$ cat src/rtl/lsu_mem_master.sv
// rtl/lsu_mem_master.sv - load/store initiator between the MEM stage and word-addressed data memory
//
// Purpose:
//   Accepts one load/store request at a time and turns it into one or two
//   word-aligned memory accesses with byte enables. Load data is merged,
//   shifted and sign/zero-extended, then returned on a valid/ready response.
//
// Optional feature (macro MISALIGN_SPLIT_EN):
//   defined     - a word-crossing access becomes two accesses (ACC_LO, ACC_HI);
//                 resp_fault is tied 0.
//   not defined - a misaligned half/word goes straight to RESP with
//                 resp_fault=1 and resp_rdata=0, and memory is not touched.
//
// Ports:
//   clk, rst                  clock, synchronous active-high reset
//   req_valid/req_ready       request handshake
//   req_we                    1 = store, 0 = load
//   req_store, req_load       store size (SW/SH/SB), load kind (LW/LH/LB/LHU/LBU)
//   req_addr, req_wdata       byte address, store data
//   resp_valid/resp_ready     response handshake
//   resp_rdata, resp_fault    extended load data, misalignment fault
//   mem_we, mem_be            write strobe and byte-lane enables
//   mem_addr, mem_wd          word address and lane-shifted write data
//   mem_rd                    combinational read data for mem_addr

module lsu_mem_master #(
  parameter int ADDR_W = 32
) (
  input  logic              clk,
  input  logic              rst,
  input  logic              req_valid,
  output logic              req_ready,
  input  logic              req_we,
  input  logic [1:0]        req_store,
  input  logic [2:0]        req_load,
  input  logic [ADDR_W-1:0] req_addr,
  input  logic [31:0]       req_wdata,
  output logic              resp_valid,
  input  logic              resp_ready,
  output logic [31:0]       resp_rdata,
  output logic              resp_fault,
  output logic              mem_we,
  output logic [3:0]        mem_be,
  output logic [ADDR_W-1:0] mem_addr,
  output logic [31:0]       mem_wd,
  input  logic [31:0]       mem_rd
);

  typedef enum logic [1:0] {IDLE, ACC_LO, ACC_HI, RESP} state_t;

  state_t state, state_nx;

  // captured request
  logic              we_q;
  logic [2:0]        size_q;   // access size in bytes: 1, 2 or 4
  logic              sext_q;
  logic [ADDR_W-1:0] addr_q;
  logic [31:0]       wdata_q;

  logic [31:0]       lo_q;     // low word of a split load
  logic [31:0]       rdata_q;

  logic [2:0]        req_size;
  logic              req_sext;

  logic [ADDR_W-1:0] word_lo;
  logic [ADDR_W-1:0] word_hi;
  logic [3:0]        be_mask;
  logic [7:0]        be_wide;
  logic [63:0]       wd_wide;
  logic [31:0]       merge_lo;
  logic [31:0]       merge_hi;
  logic [31:0]       merged;
  logic [31:0]       load_ext;
  logic              acc_cycle;

  // Request decode; unused encodings fall back to full word.
  always_comb begin
    req_size = 3'd4;
    req_sext = 1'b0;
    if (req_we) begin
      case (req_store)
        2'b01:   req_size = 3'd2;
        2'b10:   req_size = 3'd1;
        default: req_size = 3'd4;
      endcase
    end else begin
      case (req_load)
        3'b001:  begin req_size = 3'd2; req_sext = 1'b1; end
        3'b010:  begin req_size = 3'd1; req_sext = 1'b1; end
        3'b011:  req_size = 3'd2;
        3'b100:  req_size = 3'd1;
        default: req_size = 3'd4;
      endcase
    end
  end

`ifdef MISALIGN_SPLIT_EN
  logic crossing;
  assign crossing = ({1'b0, addr_q[1:0]} + size_q) > 3'd4;
`else
  logic req_misaligned;
  logic fault_q;
  assign req_misaligned = ((req_size == 3'd2) && req_addr[0]) ||
                          ((req_size == 3'd4) && (req_addr[1:0] != 2'b00));
`endif

  // Lane placement: the 8-bit/64-bit views span LO (low half) and HI (high half).
  assign word_lo = {addr_q[ADDR_W-1:2], 2'b00};
  assign word_hi = word_lo + ADDR_W'(4);   // wraps at the top of the address space

  always_comb begin
    case (size_q)
      3'd1:    be_mask = 4'b0001;
      3'd2:    be_mask = 4'b0011;
      default: be_mask = 4'b1111;
    endcase
    be_wide = {4'h0, be_mask} << addr_q[1:0];
    wd_wide = {32'h0, wdata_q} << {addr_q[1:0], 3'b000};
  end

  // Load merge: in ACC_HI the low word comes from lo_q and mem_rd is the high word.
  always_comb begin
    merge_lo = mem_rd;
    merge_hi = 32'h0;
    if (state == ACC_HI) begin
      merge_lo = lo_q;
      merge_hi = mem_rd;
    end
    merged = 32'({merge_hi, merge_lo} >> {addr_q[1:0], 3'b000});
    case (size_q)
      3'd1:    load_ext = sext_q ? {{24{merged[7]}}, merged[7:0]}
                                 : {24'h0, merged[7:0]};
      3'd2:    load_ext = sext_q ? {{16{merged[15]}}, merged[15:0]}
                                 : {16'h0, merged[15:0]};
      default: load_ext = merged;
    endcase
  end

  // Next-state logic
  always_comb begin
    state_nx = state;
    case (state)
      IDLE: begin
        if (req_valid) begin
`ifdef MISALIGN_SPLIT_EN
          state_nx = ACC_LO;
`else
          state_nx = req_misaligned ? RESP : ACC_LO;
`endif
        end
      end
      ACC_LO: begin
`ifdef MISALIGN_SPLIT_EN
        state_nx = crossing ? ACC_HI : RESP;
`else
        state_nx = RESP;
`endif
      end
      ACC_HI:  state_nx = RESP;
      RESP:    state_nx = resp_ready ? IDLE : RESP;
      default: state_nx = IDLE;
    endcase
  end

  // Outputs
  assign acc_cycle  = (state == ACC_LO) || (state == ACC_HI);
  assign req_ready  = (state == IDLE);
  assign resp_valid = (state == RESP);
  assign resp_rdata = rdata_q;
  assign mem_we     = we_q && acc_cycle;
  assign mem_addr   = (state == ACC_HI) ? word_hi : word_lo;
  assign mem_be     = !mem_we ? 4'h0 : ((state == ACC_HI) ? be_wide[7:4] : be_wide[3:0]);
  assign mem_wd     = (state == ACC_HI) ? wd_wide[63:32] : wd_wide[31:0];
`ifdef MISALIGN_SPLIT_EN
  assign resp_fault = 1'b0;
`else
  assign resp_fault = fault_q;
`endif

  // State and datapath registers
  always_ff @(posedge clk) begin
    if (rst) begin
      state   <= IDLE;
      we_q    <= 1'b0;
      size_q  <= 3'd4;
      sext_q  <= 1'b0;
      addr_q  <= '0;
      wdata_q <= 32'h0;
      lo_q    <= 32'h0;
      rdata_q <= 32'h0;
`ifndef MISALIGN_SPLIT_EN
      fault_q <= 1'b0;
`endif
    end else begin
      state <= state_nx;
      case (state)
        IDLE: begin
          if (req_valid) begin
            we_q    <= req_we;
            size_q  <= req_size;
            sext_q  <= req_sext;
            addr_q  <= req_addr;
            wdata_q <= req_wdata;
            rdata_q <= 32'h0;
`ifndef MISALIGN_SPLIT_EN
            fault_q <= req_misaligned;
`endif
          end
        end
        ACC_LO: begin
          lo_q <= mem_rd;
          if (state_nx == RESP) rdata_q <= we_q ? 32'h0 : load_ext;
        end
        ACC_HI: rdata_q <= we_q ? 32'h0 : load_ext;
        default: ;
      endcase
    end
  end

endmodule

$ cat config.mk
export PLATFORM = sky130hd
export DESIGN_NAME = lsu_mem_master
export DESIGN_NICKNAME = d
export VERILOG_FILES = /design/src/rtl/lsu_mem_master.sv
export SDC_FILE = /design/constraint.sdc
export NUM_CORES = 1
export LEC_CHECK = 0
export CORE_MARGIN = 2
export CORE_UTILIZATION = 37
export CTS_CLUSTER_DIAMETER = 120
export DETAILED_ROUTE_END_ITERATION = 10
export SKIP_LAST_GASP = 1
export SLEW_MARGIN = 30
export SYNTH_ARGS = -nofsm -noshare
export SYNTH_HDL_FRONTEND = slang
export SYNTH_SLANG_ARGS = --single-unit
$ cat constraint.sdc
create_clock -name clk -period 3.7 [get_ports clk]
set_input_delay 0.74 -clock clk [delete_from_list [all_inputs] [get_ports clk]]
set_output_delay 0.74 -clock clk [all_outputs]
set_load 0.005 [all_outputs]
==> run_results.csv, run 1 <==
group,metric,value,unit
status,status,"complete, no violations",
synthesis,synth.distinct_cells,53,
synthesis,yosys_warnings,0,
floorplanning,die_h,149,um
grt,gr-total-overflow,0,
finish,antenna_cells,0,
synthesis,synth.avg_cell_area,8.34,um^2
placement,portBuffers,207,
worst_setup_path,worst_setup_path_start_kind,"flip-flop",
pwr,p_total,6.08,mW
cts,cts_tree,"done",
worst_setup_path,cp_max_fo,65,
drt,first_pass_iters,5,
placement,dp_cells,1355,
drt,routed_wl,24.3,mm
synthesis,synth_top_flop_cell,"dfxtp_1",
grt,grt_pass1_wl,37.7,mm
timing,worst_pin_slew,0.787,ns
floorplanning,core-area,20900,um^2
synthesis,synth-seq-cells,136,
cts,cts-root-buf,"clkbuf_16",
synthesis,ys_async_sr_fraction,0,
synthesis,synth-edff-count,0,
worst_setup_path,critPathKind,"flip-flop to primary output",
cts,insertion_delay,0.42,ns
cts,post_cts_buffers,0,
grt,grt_max_degree,66,
synthesis,syn_area,7830,um^2
worst_setup_path,arrival,2.81,ns
pwr,ir_drop,0.000282,V
drt,num_vias,7253,
placement,dpl.hpwl,16.8,mm
drt,via_per_inst,5.23,
floorplanning,rows,53,
floorplanning,io_pins,210,
worst_hold_path,min-delay-path-class,"flip-flop to flip-flop",
run,cap_violations,0,
synthesis,syn_inst,938,
floorplanning,fp.dieArea,22300,um^2
synthesis,synth_area_leaders,"dfxtp_1, mux2i_1, nand2_1, a21oi_1, mux2_2",
finish,nets,1213,
cts,cts.reportedPaths.clkPinSlew,0.06,ns
grt,grt_usage,0.216,
timing,final.setup_skew,0.0107,ns
finish,multi_input_area,4760,um^2
pwr,power_density,568,nW/um^2
finish,finalNonFillerCells,1387,
finish,syn_to_final_growth,36.9,%
cts,clock-sinks,136,
synthesis,synth_common_cells,"nand2_1, dfxtp_1, a21oi_1",
timing,slew_headroom,0.476,
drt,drtIter0Drc,373,
timing,finalSetupTns,0,ns
timing,rsz0062_at_grt,"no",
timing,maxSlewViolCount,0,
synthesis,synth_top_area_frac,0.348,
timing,setup_viol,0,
placement,postPlaceCellArea,10100,um^2
timing,hold_violations,0,
finish,design_area,10700,um^2
cts,clock_tree.buffer_depth,2,
synthesis,yosysSeqAreaShare,0.348,
finish,seqCellArea,2730,um^2
cts,postCtsHoldBufs,0,
floorplanning,start_util,0.375,
finish,drive_gt1_frac,0.116,
drt,post-route-drc-count,0,
drt,ant_nets,0,
timing,min_period_over_period,0.959,
grt,grt_pass1_vias,6947,
timing,fmax,0.282,GHz
cts,numCtsBuffers,17,
finish,num-fill-cells,1988,
drt,wl_per_cell,17.5,um
placement,gp_congestion,0.820,
synthesis,synth_top_area_cell,"dfxtp_1",
synthesis,yosysMostFrequentCell,"nand2_1",
timing,min_period,3.55,ns
worst_setup_path,worst_ep_required_time,2.96,ns
floorplanning,die_w,149,um
worst_setup_path,cp-end-kind,"primary output",
grt,antenna_found_initial,0,
timing,whs,0.454,ns
pwr,leakage,3.75,nW
cts,htree_levels,4,
-- final cells by class --
cell class                 instances  area share
multi-input combinational        712       0.444
sequential                       136       0.255
timing repair buffer             224       0.207
clock buffer                      20      0.0426
tap                              275      0.0321
clock inverter                    12      0.0161
inverter                           8     0.00280
-- cells in the final DEF (no fill, tap or decap), drive strengths merged, types with 14 or more instances in the layout --
cell type and instances:
a22oi 14, a221oi 15, dfxtp 136, mux2i 77, mux4 15, nand2 202, and2 21, a211oi 32
mux2 36, clkdlybuf4s50 206, clkbuf 20, a21oi 82, nor2 59, buf 18, xnor2 27, o21ai 38
-- final timing paths --
path | startpoint | endpoint | slack [ns] | cells after the start
hold / removal | resp_fault$_SDFFE_PP0P_ | resp_fault$_SDFFE_PP0P_ | 0.45 | 2
setup / recovery | state[0]$_SDFF_PP0_ | mem_be[2] | 0.15 | 7
hold reg to reg | resp_fault$_SDFFE_PP0P_ | resp_fault$_SDFFE_PP0P_ | 0.45 | 2
setup reg to reg | state[0]$_SDFF_PP0_ | resp_rdata[26]$_SDFFE_PP0P_ | 0.86 | 8
-- power by group --
group	switching [mW]	internal, mW	total, mW
combinational	1.17	1.15	2.31
clock	0.673	1.16	1.84
sequential	0.221	1.71	1.93
-- layer usage --
| layer | global-route usage | part of all wire | wire (um) |
|---|---|---|---|
| met5 | 0 | 0 | 0 |
| met4 | 0.0757 | 0.025 | 608 |
| met3 | 0.0625 | 0.071 | 1720 |
| met2 | 0.349 | 0.46 | 11200 |
| met1 | 0.275 | 0.44 | 10800 |
-- stage by stage --
step                 util  setup slack [ns]
floorplan               -             0.885
global placement    0.481             0.478
detailed placement  0.481             0.397
CTS                 0.512           0.00532
global route        0.513            0.0217
finish              0.513             0.150
-- worst max-delay path, cell delays in order, from the launching register on --
cell and delay (ns):
dfxtp_1 0.37, inv_1 0.15, ha_4 0.21, buf_12 0.31, and2_2 0.34, nand2_1 0.12, a311oi_1 0.26, clkdlybuf4s50_1 0.61
-- cells by family after synthesis --
logic type               share of synthesized area
AND/OR/NAND/NOR                              0.184
multiplexers                                 0.193
other                                     0.000479
flip-flops                                   0.348
XOR/XNOR                                    0.0369
AO/OA/AOI/OAI                                0.175
buffers and inverters                       0.0499
adder cells (fa/ha/maj)                     0.0128
-- what timing repair did --
action                     CTS  global route
setup endpoints to repair    2            29
cloned                       0             0
resized for setup            2             5
pin swaps                    0             1
-- state kept, by name, indices dropped and copies added (netlist names), named ones only --
register	flops
addr_q	32
lo_q	32
resp_rdata	32
wdata_q	32
size_q	3
resp_fault	1
sext_q	1
state	1
we_q	1
No activity file was read; power rests on OpenSTA's default activity.
==> inputs of run 2 (changes only) <==
Settings changed: CTS_CLUSTER_DIAMETER 120 to 200.
==> results of run 2 <==
The final DEF is identical to that of run 1; final timing and power are the same.
